$ cat src/rtl/axil_order_sequencer.sv
// AXI-Lite master that replays queued {addr,data} register-write orders in order,
// optionally polling a status register until nonzero before writing GATE_ADDR.
module axil_order_sequencer #(
  parameter int unsigned                AXIL_DATA_WIDTH = 32,
  parameter int unsigned                AXIL_ADDR_WIDTH = 8,
  parameter int unsigned                FIFO_DEPTH      = 16,
  parameter logic [AXIL_ADDR_WIDTH-1:0] GATE_ADDR       = 8'h48,
  parameter logic [AXIL_ADDR_WIDTH-1:0] STATUS_ADDR     = 8'h4c,
  parameter int unsigned                POLL_GAP        = 4,
  parameter int unsigned                CNT_WIDTH       = 16
) (
  input  logic                         m00_axi_aclk,
  input  logic                         m00_axi_aresetn,
  input  logic                         cmd_valid,
  output logic                         cmd_ready,
  input  logic [AXIL_ADDR_WIDTH-1:0]   cmd_addr,
  input  logic [AXIL_DATA_WIDTH-1:0]   cmd_data,
  input  logic                         gate_en,
  input  logic                         err_clr,
  output logic [AXIL_ADDR_WIDTH-1:0]   m00_axi_awaddr,
  output logic [2:0]                   m00_axi_awprot,
  output logic                         m00_axi_awvalid,
  input  logic                         m00_axi_awready,
  output logic [AXIL_DATA_WIDTH-1:0]   m00_axi_wdata,
  output logic [AXIL_DATA_WIDTH/8-1:0] m00_axi_wstrb,
  output logic                         m00_axi_wvalid,
  input  logic                         m00_axi_wready,
  input  logic [1:0]                   m00_axi_bresp,
  input  logic                         m00_axi_bvalid,
  output logic                         m00_axi_bready,
  output logic [AXIL_ADDR_WIDTH-1:0]   m00_axi_araddr,
  output logic [2:0]                   m00_axi_arprot,
  output logic                         m00_axi_arvalid,
  input  logic                         m00_axi_arready,
  input  logic [AXIL_DATA_WIDTH-1:0]   m00_axi_rdata,
  input  logic [1:0]                   m00_axi_rresp,
  input  logic                         m00_axi_rvalid,
  output logic                         m00_axi_rready,
  output logic                         busy,
  output logic [CNT_WIDTH-1:0]         sent_cnt,
  output logic                         resp_err
);

  localparam int unsigned PW = $clog2(FIFO_DEPTH);
  localparam int unsigned CW = PW + 1;
  localparam int unsigned GW = $clog2(POLL_GAP + 1);

  localparam logic [2:0] S_IDLE     = 3'd0;
  localparam logic [2:0] S_WR       = 3'd1;
  localparam logic [2:0] S_WR_B     = 3'd2;
  localparam logic [2:0] S_POLL_AR  = 3'd3;
  localparam logic [2:0] S_POLL_R   = 3'd4;
  localparam logic [2:0] S_POLL_GAP = 3'd5;

  logic [2:0]                 state;
  logic [AXIL_ADDR_WIDTH-1:0] fifo_addr [FIFO_DEPTH];
  logic [AXIL_DATA_WIDTH-1:0] fifo_data [FIFO_DEPTH];
  logic [PW-1:0]              wr_ptr, rd_ptr;
  logic [CW-1:0]              level, level_next;
  logic                       empty, push, pop;
  logic                       aw_done, w_done;
  logic                       aw_hs, w_hs, b_hs, r_hs;
  logic [GW-1:0]              gap_cnt;

  assign m00_axi_awprot = '0;
  assign m00_axi_arprot = '0;
  assign m00_axi_wstrb  = '1;

  assign empty = (level == '0);
  assign push  = cmd_valid && cmd_ready;
  assign pop   = (state == S_IDLE) && !empty;
  assign busy  = (state != S_IDLE) || !empty;

  assign aw_hs = m00_axi_awvalid && m00_axi_awready;
  assign w_hs  = m00_axi_wvalid  && m00_axi_wready;
  assign b_hs  = m00_axi_bvalid  && m00_axi_bready;
  assign r_hs  = m00_axi_rvalid  && m00_axi_rready;

  always_comb begin
    level_next = level;
    if (push && !pop)
      level_next = level + CW'(1);
    else if (!push && pop)
      level_next = level - CW'(1);
  end

  always_ff @(posedge m00_axi_aclk) begin
    if (push) begin
      fifo_addr[wr_ptr] <= cmd_addr;
      fifo_data[wr_ptr] <= cmd_data;
    end
  end

  // cmd_ready is registered from the next level, so a pop while full only reopens it a cycle later
  always_ff @(posedge m00_axi_aclk or negedge m00_axi_aresetn) begin
    if (!m00_axi_aresetn) begin
      wr_ptr    <= '0;
      rd_ptr    <= '0;
      level     <= '0;
      cmd_ready <= 1'b0;
    end else begin
      if (push) wr_ptr <= wr_ptr + PW'(1);
      if (pop)  rd_ptr <= rd_ptr + PW'(1);
      level     <= level_next;
      cmd_ready <= (level_next != CW'(FIFO_DEPTH));
    end
  end

  always_ff @(posedge m00_axi_aclk or negedge m00_axi_aresetn) begin
    if (!m00_axi_aresetn) begin
      state           <= S_IDLE;
      m00_axi_awaddr  <= '0;
      m00_axi_awvalid <= 1'b0;
      m00_axi_wdata   <= '0;
      m00_axi_wvalid  <= 1'b0;
      m00_axi_bready  <= 1'b0;
      m00_axi_araddr  <= '0;
      m00_axi_arvalid <= 1'b0;
      m00_axi_rready  <= 1'b0;
      aw_done         <= 1'b0;
      w_done          <= 1'b0;
      gap_cnt         <= '0;
      sent_cnt        <= '0;
    end else begin
      case (state)
        S_IDLE: begin
          if (!empty) begin
            // awaddr/wdata double as the current order registers
            m00_axi_awaddr <= fifo_addr[rd_ptr];
            m00_axi_wdata  <= fifo_data[rd_ptr];
            if (gate_en && fifo_addr[rd_ptr] == GATE_ADDR) begin
              state           <= S_POLL_AR;
              m00_axi_arvalid <= 1'b1;
              m00_axi_araddr  <= STATUS_ADDR;
            end else begin
              state           <= S_WR;
              m00_axi_awvalid <= 1'b1;
              m00_axi_wvalid  <= 1'b1;
              aw_done         <= 1'b0;
              w_done          <= 1'b0;
            end
          end
        end
        S_WR: begin
          if (aw_hs) begin
            m00_axi_awvalid <= 1'b0;
            aw_done         <= 1'b1;
          end
          if (w_hs) begin
            m00_axi_wvalid <= 1'b0;
            w_done         <= 1'b1;
          end
          if ((aw_done || aw_hs) && (w_done || w_hs)) begin
            state          <= S_WR_B;
            m00_axi_bready <= 1'b1;
          end
        end
        S_WR_B: begin
          if (m00_axi_bvalid) begin
            m00_axi_bready <= 1'b0;
            sent_cnt       <= sent_cnt + CNT_WIDTH'(1);
            state          <= S_IDLE;
          end
        end
        S_POLL_AR: begin
          if (m00_axi_arready) begin
            m00_axi_arvalid <= 1'b0;
            m00_axi_rready  <= 1'b1;
            state           <= S_POLL_R;
          end
        end
        S_POLL_R: begin
          if (m00_axi_rvalid) begin
            m00_axi_rready <= 1'b0;
            if (m00_axi_rresp == 2'b00 && m00_axi_rdata != '0) begin
              state           <= S_WR;
              m00_axi_awvalid <= 1'b1;
              m00_axi_wvalid  <= 1'b1;
              aw_done         <= 1'b0;
              w_done          <= 1'b0;
            end else begin
              state   <= S_POLL_GAP;
              gap_cnt <= '0;
            end
          end
        end
        S_POLL_GAP: begin
          if (gap_cnt == GW'(POLL_GAP - 1)) begin
            state           <= S_POLL_AR;
            m00_axi_arvalid <= 1'b1;
          end else begin
            gap_cnt <= gap_cnt + GW'(1);
          end
        end
        default: state <= S_IDLE;
      endcase
    end
  end

  always_ff @(posedge m00_axi_aclk or negedge m00_axi_aresetn) begin
    if (!m00_axi_aresetn)
      resp_err <= 1'b0;
    else if ((b_hs && m00_axi_bresp != 2'b00) || (r_hs && m00_axi_rresp != 2'b00))
      resp_err <= 1'b1;
    else if (err_clr)
      resp_err <= 1'b0;
  end

endmodule

$ cat config.mk
export PLATFORM = sky130hd
export DESIGN_NAME = axil_order_sequencer
export DESIGN_NICKNAME = d
export VERILOG_FILES = /design/src/rtl/axil_order_sequencer.sv
export SDC_FILE = /design/constraint.sdc
export NUM_CORES = 1
export LEC_CHECK = 0
export BUFFER_PORTS_ARGS = -buffer_cell sky130_fd_sc_hd__buf_2
export CAP_MARGIN = 10
export CORE_UTILIZATION = 56
export CTS_BUF_LIST = sky130_fd_sc_hd__clkbuf_8
export DETAILED_ROUTE_END_ITERATION = 7
export MAX_ROUTING_LAYER = met4
export PLACE_DENSITY = 0.77
export SETUP_SLACK_MARGIN = 0.3
export SYNTH_ARGS = -nofsm -noshare
export SYNTH_HDL_FRONTEND = slang
export SYNTH_SLANG_ARGS = --single-unit
export TNS_END_PERCENT = 50
$ cat constraint.sdc
create_clock -name m00_axi_aclk -period 6.71 [get_ports m00_axi_aclk]
set_input_delay 1.6775 -clock m00_axi_aclk [delete_from_list [all_inputs] [get_ports m00_axi_aclk]]
set_output_delay 1.6775 -clock m00_axi_aclk [all_outputs]
set_load 0.02 [all_outputs]
==> summary.txt, run 1 <==
Status
  – Status: finished, final reports clean

Final layout
  – Nets: 1,662
  – Area delta synth->final: 13.0%
  – # fillers: between 3,000 and 4,000
  – Share of layout cells above drive strength 1: 0.330
  – Final core utilization: 0.646

Global routing
  – GRT Total Usage: 0.240
  – Antenna violations before repair: 4
  – Vias in the first global route: 14,300
  – First-pass GRT wire length: 86.5 mm
  – Largest net degree at the start of global routing: 72
  – Grt ovf: 0

Power and ir drop
  – Maximum vdd drop: 0.000270 V
  – P per Cell Area: 416 nW/um2
  – Leakage: approximately 11 nW
  – Tot Pwr: roughly 13 mW

Clocking
  – Clock sink count: 725
  – Reg clk slew, reported paths: 0.07 ns
  – Setup Buffers After CTS: 0
  – TritonCTS clock tree: built
  – Worst skew pair latency: 0.70 ns
  – Hold_buf cts: 0
  – Clock Root Buffer: clkbuf_8
  – Post-cts gate resize count: 0
  – Total CTS buffers: 111
  – CTS HTree Levels: 3
  – Largest buffer count on any clock path: 3

Synth
  – Synth Instances: 1,344
  – Synth warn: 0
  – Post-synthesis mux area share: 0.159
  – Post-synth EDFFs: between 600 and 700
  – Simple-gate share of the synthesized area: 0.0389
  – XOR/XNOR Fraction of Synth Area: 0.00809
  – Unique masters post-synth: 59
  – Top_reg_cell synth: edfxtp_1
  – Adder-cell share of the synthesized area: 0.00489
  – Seq/Total Area, Yosys: 0.759
  – Synth async-reset ratio: 0.117
  – Mean post-synth cell area: between 20 and 25 um2
  – Compound-Gate Fraction of Synth Area: 0.0151
  – Largest family of logic cells by synthesized area: multiplexers
  – Mapped Area: 28,100 um2
  – FF+latch count, synth: slightly above 700

Die
  – Die Span Y: 226 um
  – I/O Pins: 168
  – Die X-Extent: 226 um
  – Core box area: around 49,000 um2
  – Starting Density: 0.571
  – Row count: 81
  – Die area: ~51,000 um2

STA
  – Post-route minimum period: 4.16 ns
  – RSZ-0062 raised after global routing: false
  – Layout Skew: approximately 0.056 ns
  – Maximum clock rate: 240 MHz
  – Final setup viols: 0
  – Max-slew headroom: 0.157
  – Worst Tran Pin Value: approximately 1.3 ns
  – TNS Setup: 0 ns
  – Final Cycle Share: 0.621
  – Hold slack: 0.468 ns
  – Final Hold Viols: 0
  – Max-slew violations: 0

Place
  – PortBufs: 152
  – Placer Congestion: roughly 0.79
  – HPWL after DPL: 32.6 mm

Detailed routing
  – Drt total wl: 57.0 mm
  – Routed WL per cell: 24.5 um
  – Vias: around 14,000
  – Drt first pass iters: 5
  – Post-route ant nets: 0
  – 1st-iter DRT viols: about 1,300
  – Vias per inst: about 6
  – DRC viols: 0

Critical path
  – Worst setup EP type: primary output
  – CP arrival: 2.49 ns
  – Crit Path Max Fanout: 7
  – Worst path required time: about 5.0 ns
  – CP startpoint kind: register
  – Crit Path Class: register to primary output

Run
  – MaxCap Viol Count: 0

Hold path
  – HP Class: register to register
flip-flops by register name, summed over array words and instances, names as in the netlist:
| name | cells |
|---|---|
| sent_cnt | 16 |
| cmd_ready | 1 |
| gap_cnt | 3 |
| m00_axi_awaddr | 8 |
| level | 5 |
| m00_axi_wvalid | 1 |
| m00_axi_araddr | 1 |
| m00_axi_rready | 1 |
| resp_err | 1 |
| rd_ptr | 4 |
| w_done | 1 |
| m00_axi_wdata | 32 |
| state | 3 |
| aw_done | 1 |
| wr_ptr | 4 |
| m00_axi_awvalid | 1 |
| m00_axi_arvalid | 1 |
| fifo_addr | 128 |
| m00_axi_bready | 1 |
| fifo_data | 512 |
cells by family after synthesis:
| kind of cell | count (synthesis) |
|---|---|
| buffers and inverters | 88 |
| flip-flops | 725 |
| AND/OR/NAND/NOR | 233 |
| AO/OA/AOI/OAI | 58 |
| XOR/XNOR | 26 |
| other | 2 |
| multiplexers | 201 |
| adder cells (fa/ha/maj) | 11 |
per-layer routing:
metal,global-route usage,vias to the layer above,part of all wire
met5,-,-,0
met1,0.321,7260,0.41
met3,0.0522,76,0.077
met2,0.373,561,0.49
li1,-,5930,-
met4,0.0711,0,0.017
per-stage QoR:
stage	instances	setup WS (ns)	instance area, um2
2_1_floorplan	1357	3.14	28200
3_3_place_gp	2114	2.89	29600
3_5_place_dp	2114	2.79	29600
4_1_cts	2322	2.48	31800
5_1_grt	2328	2.42	31800
6_report	2328	2.55	31800
path summary, 6_finish.rpt:
check,startpoint,to,slack [ns],depth (start not counted)
worst max-delay path,level[0],busy,2.55,5
worst min-delay path,m00_axi_wdata[16],m00_axi_wdata[16],0.47,2
worst max register to register,rd_ptr[0],m00_axi_awvalid,3.19,7
worst min register to register,m00_axi_wdata[16],m00_axi_wdata[16],0.47,2
max in group asynchronous,m00_axi_aresetn,rd_ptr[0],4.56,2
min in group asynchronous,m00_axi_aresetn,resp_err,1.05,1
layout make-up:
type | count | area [um2] | area share
flip-flops and latches | 725 | 21400 | 0.671
well taps | 664 | 831 | 0.0261
repair buffers | 172 | 951 | 0.0299
multi-input cells | 544 | 6430 | 0.202
clock inverters | 79 | 413 | 0.0130
diodes | 4 | 10.0 | 0.000315
clock buffers | 129 | 1780 | 0.0558
inverters | 11 | 41.3 | 0.00130
worst max-delay path, stage by stage (launching register included):
cell      delay, ns
dfrtp_1        0.41
inv_1          0.13
ha_1           0.16
or4b_2         0.70
nand2b_1       0.20
buf_2          0.18
placed cells by master (no fill, tap or decap), types with 4 or more instances in the layout:
master / synthesis / routed
conb_1: 2 / 15
a22o_1: 5 / 5
mux4_1: 8 / 8
nand2_1: 140 / 139
nor2b_1: 6 / 6
inv_1: 10 / 42
xnor2_1: 18 / 18
nand3_1: 13 / 13
dfrtp_1: 85 / 81
nor2_1: 19 / 19
nand4_1: 8 / 8
o211ai_1: 4 / 4
clkinv_2: 0 / 19
a21oi_1: 10 / 10
diode_2: 0 / 4
clkbuf_8: 0 / 129
mux4_2: 185 / 185
nor4_1: 8 / 8
xor2_1: 8 / 8
edfxtp_1: 640 / 640
a21o_1: 5 / 5
and3_2: 0 / 4
a22oi_1: 11 / 11
nor3_1: 4 / 4
clkinvlp_4: 0 / 4
mux2_2: 5 / 5
buf_2: 17 / 151
and2_2: 0 / 13
ha_1: 11 / 11
buf_4: 17 / 18
clkinv_1: 1 / 20
o21ai_0: 5 / 5
cell usage after synthesis (11+ instances only):
library cell / number / area [um2]
edfxtp_1: 640 / 19200
mux4_2: 185 / 4170
nand2_1: 140 / 526
dfrtp_1: 85 / 2130
clkbuf_1: 26 / 97.6
nor2_1: 19 / 71.3
xnor2_1: 18 / 158
buf_2: 17 / 85.1
buf_4: 17 / 128
and2_1: 15 / 93.8
buf_1: 15 / 56.3
nand3_1: 13 / 65.1
a22oi_1: 11 / 82.6
ha_1: 11 / 138
power breakdown:
part / internal [mW] / switching, mW
combinational: 1.71 / 1.96
sequential: 5.54 / 0.488
clock: 1.84 / 1.69
total: 9.09 / 4.13
No activity file was read; power rests on OpenSTA's default activity.
==> inputs of run 2 (changes only) <==
--- a/config.mk
+++ b/config.mk
@@ -5,13 +5,14 @@
 export SDC_FILE = /design/constraint.sdc
 export NUM_CORES = 1
 export LEC_CHECK = 0
+export ABC_AREA = 1
 export BUFFER_PORTS_ARGS = -buffer_cell sky130_fd_sc_hd__buf_2
 export CAP_MARGIN = 10
 export CORE_UTILIZATION = 56
 export CTS_BUF_LIST = sky130_fd_sc_hd__clkbuf_8
 export DETAILED_ROUTE_END_ITERATION = 7
 export MAX_ROUTING_LAYER = met4
-export PLACE_DENSITY = 0.77
+export PLACE_DENSITY = 0.8
 export SETUP_SLACK_MARGIN = 0.3
 export SYNTH_ARGS = -nofsm -noshare
 export SYNTH_HDL_FRONTEND = slang
==> constraint.sdc (replaced) <==
create_clock -name m00_axi_aclk -period 3.5 [get_ports m00_axi_aclk]
set_input_delay 0.875 -clock m00_axi_aclk [delete_from_list [all_inputs] [get_ports m00_axi_aclk]]
set_output_delay 0.875 -clock m00_axi_aclk [all_outputs]
set_load 0.02 [all_outputs]
==> run 2 against run 1 <==
  * Power up 100%
  * Cell area grew 2.5%
  * Clock-buffer cell count fell by 1
  * Clock skew is 0.036 ns lower
  * Largest cell class unchanged
==> summary.txt, run 2 <==
STA
  – Final worst setup slack: 0.687 ns
  – Final Hold Viols: 0
  – Layout Skew: 0.0208 ns
  – Worst Tran Pin Value: 0.962 ns
  – Max-slew violations: 0
  – Hold slack: 0.106 ns
  – Max-slew headroom: 0.358
  – Final setup viols: 0
  – Post-route minimum period: 2.81 ns
  – Final Cycle Share: 0.804
  – RSZ-0062 raised after global routing: false
  – Maximum clock rate: 356 MHz

Synth
  – Top_reg_cell synth: edfxtp_1
  – FF+latch count, synth: 725
  – Unique masters post-synth: 45
  – Synth async-reset ratio: 0.117
  – Mapped Area: 29,000 um2
  – Seq/Total Area, Yosys: 0.736
  – Post-synth EDFFs: 640
  – Main area contributors after synthesis: edfxtp_1 66%, dfrtp_1 7.3%, nor2_1 5.6%
  – Largest area contributor in the netlist: edfxtp_1
  – Most frequent cells after synthesis: 640 x edfxtp_1, 436 x nor2_1, 288 x o21ai_0
  – Synth Instances: 2,253
  – Mean post-synth cell area: 12.9 um2
  – Most common cell in the netlist: edfxtp_1
  – Synth warn: 0
  – Synth top area share: 0.663

Power and ir drop
  – Clock power frac: 0.244
  – Comb pwr share: 0.340
  – Switching fraction of total power: 0.379
  – Maximum vdd drop: 0.000579 V
  – P_sw: 10.1 mW
  – Leakage: 11.6 nW
  – Reg power frac: 0.416
  – Tot Pwr: 26.7 mW
  – Pint: between 15 and 20 mW
  – P per Cell Area: 820 nW/um2

Global routing
  – First-pass GRT wire length: ~110 mm
  – Antenna violations before repair: 4
  – Vias in the first global route: 18,900
  – Largest net degree at the start of global routing: around 160
  – GRT Total Usage: 0.268
  – Grt ovf: 0

Clocking
  – Clock sink count: 725
  – Hold_buf cts: 0
  – Total CTS buffers: between 100 and 150
  – Setup Buffers After CTS: 0
  – TritonCTS clock tree: built
  – Largest buffer count on any clock path: 3
  – Post-cts gate resize count: 0
  – CTS HTree Levels: 3
  – Reg clk slew, reported paths: 0.06 ns
  – Clock Root Buffer: clkbuf_8
  – Worst skew pair latency: 0.69 ns

Critical path
  – Worst setup EP type: primary output
  – Reg-to-reg slack, setup: about 0.88 ns
  – RR Startpoint: rd_ptr[0]
  – Crit. path cell count: 6
  – WP buf/inv: 3
  – Crit Path Class: register to primary output
  – Worst path required time: 2.62 ns
  – Crit Path Max Fanout: 5
  – CP arrival: 1.94 ns
  – Cell Chain, Critical Path: inv_1 > ha_1 > nand3b_1 > nor2_1 > inv_1 > buf_2
  – Worst R2R End: m00_axi_wdata[20]
  – Most frequent CP cell: inv_1
  – Top delay family on crit path: flip-flops
  – R2R cell count: 6
  – Critical path's slowest cell: dfrtp_1
  – CP startpoint kind: register
  – CP peak stage delay: ~0.44 ns

Die
  – Row count: 83
  – I/O Pins: approximately 170
  – Core box area: 51,200 um2
  – Die Span Y: 230 um
  – Starting Density: 0.566
  – Die area: 52,700 um2
  – Die X-Extent: roughly 230 um

Detailed routing
  – Drt total wl: 68.4 mm
  – Post-route ant nets: 0
  – Routed WL per cell: 21.4 um
  – Vias: 19,300
  – 1st-iter DRT viols: 2,399
  – DRC viols: 0
  – Drt first pass iters: 5
  – Vias per inst: 6.04

Final layout
  – Fin area: 32,600 um2
  – Nets: 2,515
  – Biggest register: fifo_data
  – Area delta synth->final: 12.4%
  – Most frequent cells in the layout: 640 x edfxtp_1, 420 x nor2_1, 288 x o21ai_0
  – Share of layout cells above drive strength 1: 0.157
  – Largest registers: fifo_data: 512 flops, fifo_addr: 128 flops, m00_axi_wdata: 32 flops
  – Max reg flops: around 510
  – Commonest non-fill, non-tap cell in the layout: edfxtp_1

Place
  – Pre-CTS setup slack: a little under 0.7 ns
  – HPWL after DPL: 36.9 mm
  – Cell area after placement: 30,500 um2
  – Placer Congestion: 0.773
  – PortBufs: roughly 150

Hold path
  – HP Class: input pin to asynchronous set/reset pin

Run
  – MaxCap Viol Count: 0

Status
  – Status: finished, final reports clean
==> run 2: cell types whose count changed after synthesis, moves of 24 or more <==
cell,before,now
nor2_1,19,436
o21ai_0,5,288
mux4_2,185,0
nand3_1,13,108
o221ai_1,1,90
inv_1,10,55
o21ai_1,0,39
o22ai_1,3,42
clkbuf_1,26,63
a31oi_1,1,37
nand2_1,140,173
buf_2,17,41
==> run 2: kinds of logic after synthesis <==
logic type      count (synthesis)  synth area share
simple gates                  749             0.106
flops                         725             0.736
compound gates                520             0.107
buf+inv                       221            0.0382
xor+xnor                       24           0.00725
fa+ha+maj                      11           0.00475
other cells                     2          0.000259
mux                             1          0.000388
==> run 2: routing by layer <==
layer,up-vias,share of wire,track usage
li1,8569,-,-
met1,9451,0.39,0.349
met2,1098,0.49,0.427
met3,158,0.098,0.0448
met4,0,0.025,0.100
met5,-,0,-
==> run 2: worst max-delay path by stage <==
stage                     startpoint          endpoint  slack [ns]
after floorplan            cmd_valid  fifo_addr[11][0]       -0.13
after detailed placement   cmd_valid  fifo_data[15][2]        0.69
final                       level[0]              busy        0.69
after CTS                   level[0]              busy        0.64
after global placement     cmd_valid  fifo_addr[15][5]        0.74
after global routing        level[0]              busy        0.56
==> run 2: final cells by class <==
class / instances / area, um2
flip-flops and latches: 725 / 21400
fillers: 3582 / 18600
multi-input cells: 1320 / 6710
clock buffers: 128 / 1760
repair buffers: 199 / 1330
well taps: 680 / 851
clock inverters: 75 / 343
inverters: 63 / 246
diodes: 4 / 10.0
==> run 2: through the flow <==
step | setup TNS, ns | utilization | cells
3_3_place_gp | 0 | 0.596 | 2987
3_5_place_dp | 0 | 0.596 | 2987
4_1_cts | 0 | 0.637 | 3190
2_1_floorplan | -49.65 | - | 2266
6_report | 0 | 0.637 | 3194
5_1_grt | 0 | 0.637 | 3194
==> run 2: power by group through the flow <==
stage | sequential (mW) | combinational [mW] | clock, mW
after detailed placement | 11.3 | 8.97 | 0
after CTS | 11.1 | 9.02 | 6.60
final | 11.1 | 9.10 | 6.52
after global routing | 11.2 | 9.94 | 6.95
after floorplan | 11.5 | 5.93 | 0
after global placement | 11.2 | 8.60 | 0
==> inputs of run 3 (changes only) <==
--- a/config.mk
+++ b/config.mk
@@ -5,14 +5,14 @@
 export SDC_FILE = /design/constraint.sdc
 export NUM_CORES = 1
 export LEC_CHECK = 0
-export ABC_AREA = 1
+export ABC_AREA = 0
 export BUFFER_PORTS_ARGS = -buffer_cell sky130_fd_sc_hd__buf_2
 export CAP_MARGIN = 10
 export CORE_UTILIZATION = 56
 export CTS_BUF_LIST = sky130_fd_sc_hd__clkbuf_8
 export DETAILED_ROUTE_END_ITERATION = 7
 export MAX_ROUTING_LAYER = met4
-export PLACE_DENSITY = 0.8
+export PLACE_DENSITY = 0.77
 export SETUP_SLACK_MARGIN = 0.3
 export SYNTH_ARGS = -nofsm -noshare
 export SYNTH_HDL_FRONTEND = slang
==> constraint.sdc (replaced) <==
create_clock -name m00_axi_aclk -period 2.85 [get_ports m00_axi_aclk]
set_input_delay 0.7125 -clock m00_axi_aclk [delete_from_list [all_inputs] [get_ports m00_axi_aclk]]
set_output_delay 0.7125 -clock m00_axi_aclk [all_outputs]
set_load 0.02 [all_outputs]
==> run 3 against run 2 <==
  * Die area decreased by 2.9%
  * Via count decreased by 27%
  * Sequential power rose by 23%
==> summary.txt, run 3 (synthesized netlist as in run 1, its figures left out) <==
Final layout
  – Commonest non-fill, non-tap cell in the layout: edfxtp_1
  – Nets: roughly 1,700
  – Max reg flops: 512
  – Most frequent cells in the layout: 640 x edfxtp_1, 185 x mux4_2, 150 x buf_2
  – Fin area: 32,400 um2
  – Largest registers: fifo_data: 512 flops, fifo_addr: 128 flops, m00_axi_wdata: 32 flops
  – Multi-input logic area: 6490 um2
  – Area delta synth->final: 15.2%
  – Share of layout cells above drive strength 1: 0.340
  – Final core utilization: 0.658
  – Biggest register: fifo_data
  – # fillers: between 3,000 and 4,000
  – Register area: roughly 21,000 um2

Critical path
  – R2R cell count: 6
  – CP arrival: 1.99 ns
  – Crit Path Max Fanout: 2
  – WP buf/inv: 2
  – CP peak stage delay: between 0.4 and 0.5 ns
  – Top delay family on crit path: simple AND/OR/NAND/NOR gates
  – Reg-to-reg slack, setup: 0.38 ns
  – Worst setup EP type: primary output
  – Cell Chain, Critical Path: inv_2 > ha_4 > or4b_4 > nand2b_4 > buf_6
  – Worst path required time: 2.14 ns
  – Crit. path cell count: 5
  – Critical path's slowest cell: or4b_4
  – Crit Path Class: register to primary output
  – CP startpoint kind: register
  – Worst R2R End: state[1]
  – RR Startpoint: rd_ptr[2]

Die
  – Die area: 51,200 um2
  – Die X-Extent: ~230 um
  – I/O Pins: roughly 170
  – Starting Density: 0.571
  – Row count: 81
  – Die Span Y: approximately 230 um
  – Core box area: 49,300 um2

Detailed routing
  – Routed WL per cell: approximately 26 um
  – Vias: around 14,000
  – Post-route ant nets: 0
  – 1st-iter DRT viols: between 1,500 and 2,000
  – Drt total wl: slightly above 60 mm
  – Drt first pass iters: 5
  – DRC viols: 0
  – Vias per inst: 5.97

STA
  – Maximum clock rate: 369 MHz
  – Worst Tran Pin Value: 0.737 ns
  – Final Hold Viols: 0
  – Post-route minimum period: 2.71 ns
  – Final Cycle Share: 0.950
  – TNS Setup: 0 ns
  – Max-slew violations: 0
  – Max-slew headroom: 0.509
  – Final setup viols: 0
  – RSZ-0062 raised after global routing: true
  – Layout Skew: 0.0640 ns

Power and ir drop
  – Clock power frac: 0.250
  – Maximum vdd drop: about 0.0007 V
  – Reg power frac: 0.437
  – P per Cell Area: 971 nW/um2
  – Comb pwr share: 0.313
  – Leakage: 11.4 nW
  – Switching fraction of total power: 0.311
  – Pint: 21.7 mW
  – P_sw: 9.79 mW

Clocking
  – TritonCTS clock tree: built
  – Clock Root Buffer: clkbuf_8
  – Largest buffer count on any clock path: 3
  – Total CTS buffers: 108
  – Clock sink count: 725
  – Worst skew pair latency: 0.71 ns
  – CTS HTree Levels: 3
  – Reg clk slew, reported paths: 0.06 ns

Place
  – HPWL after DPL: between 30 and 40 mm
  – Cell area after placement: 30,100 um2
  – Placer Congestion: a little under 0.9
  – PortBufs: 152

Global routing
  – Met1 GRT Util: 0.329
  – Met3 Usage GRT: 0.0553
  – GR Util met2: 0.416
  – Antenna violations before repair: 8
  – GRT Total Usage: 0.257
  – Largest net degree at the start of global routing: 89
  – First-pass GRT wire length: 90.5 mm
  – Grt ovf: 0
  – Most Crowded Layer GR: met2
  – Vias in the first global route: between 10,000 and 15,000

Hold path
  – HP Class: input pin to register
  – Hold Startpoint: err_clr
  – Worst hold stages: 2
  – Hold endpoint: resp_err

Status
  – Status: finished, final reports clean

Run
  – MaxCap Viol Count: 0
[run 3: changes by cell type in the layout (fill, tap and decap cells not counted), moves of 13 or more]
| cell | delta |
|---|---|
| o21ai_0 | -283 |
| a31oi_1 | -36 |
| o221ai_1 | -89 |
| xnor2_1 | +13 |
| o21ai_1 | -39 |
| and2_2 | +13 |
| nor2_4 | -17 |
| nand2_1 | -37 |
| nand3_1 | -95 |
| mux4_2 | +185 |
| nor2_1 | -402 |
| o22ai_1 | -39 |
| inv_1 | -36 |
[run 3: worst register-to-register path, cell delays in order, from the launching register on]
cell,delay (ns)
dfrtp_4,0.49
mux4_2,0.51
mux4_2,0.52
nor2_2,0.17
nor4b_4,0.36
a21oi_1,0.13
o31ai_1,0.22
[run 3: worst max-delay path by stage]
| stage | from | to | slack (ns) |
|---|---|---|---|
| 3_3_place_gp | rd_ptr[0] | state[1] | 0.22 |
| 6_report | level[0] | busy | 0.14 |
| 3_5_place_dp | rd_ptr[0] | state[1] | 0.21 |
| 2_1_floorplan | rd_ptr[0] | m00_axi_wdata[12] | 0.25 |
| 4_1_cts | level[1] | busy | 0.11 |
| 5_1_grt | level[1] | busy | 0.06 |
[run 3: repair_timing]
item	CTS	global route
gates resized for setup	8	11
hold buffers	1	0
setup buffers	9	3
hold endpoints to repair	3	0
pin swaps	0	8
endpoints found under the setup margin	7	8
[run 3: final cells by class]
| type | count | share of cell area |
|---|---|---|
| clock buffers | 119 | 0.0505 |
| clock inverters | 80 | 0.0126 |
| diodes | 8 | 0.000617 |
| inverters | 11 | 0.00127 |
| multi-input cells | 544 | 0.200 |
| flip-flops and latches | 725 | 0.659 |
| well taps | 664 | 0.0256 |
| repair buffers | 218 | 0.0505 |
[run 3: power by group through the flow]
stage | sequential (mW) | combinational (mW) | clock (mW)
floorplan | 14.1 | 6.36 | 0
global placement | 14.0 | 9.39 | 0
detailed placement | 14.0 | 9.54 | 0
CTS | 13.8 | 9.80 | 8.01
global route | 13.9 | 10.6 | 8.46
finish | 13.7 | 9.86 | 7.86
[run 3: layer usage]
layer | share of wire | up-vias | wire length, um
met5 | 0 | - | 0
li1 | - | 6013 | -
met4 | 0.017 | 0 | 1070
met2 | 0.51 | 670 | 31200
met1 | 0.39 | 7371 | 23700
met3 | 0.087 | 100 | 5320
[run 3: stage by stage]
step	cells	worst slack, ns	hold WS [ns]	power [mW]
5_1_grt	2369	0.0572	0.226	32.9
3_5_place_dp	2149	0.206	0.461	23.6
3_3_place_gp	2149	0.224	0.454	23.3
2_1_floorplan	1357	0.252	0.417	20.4
6_report	2369	0.143	0.247	31.5
4_1_cts	2358	0.112	0.214	31.6
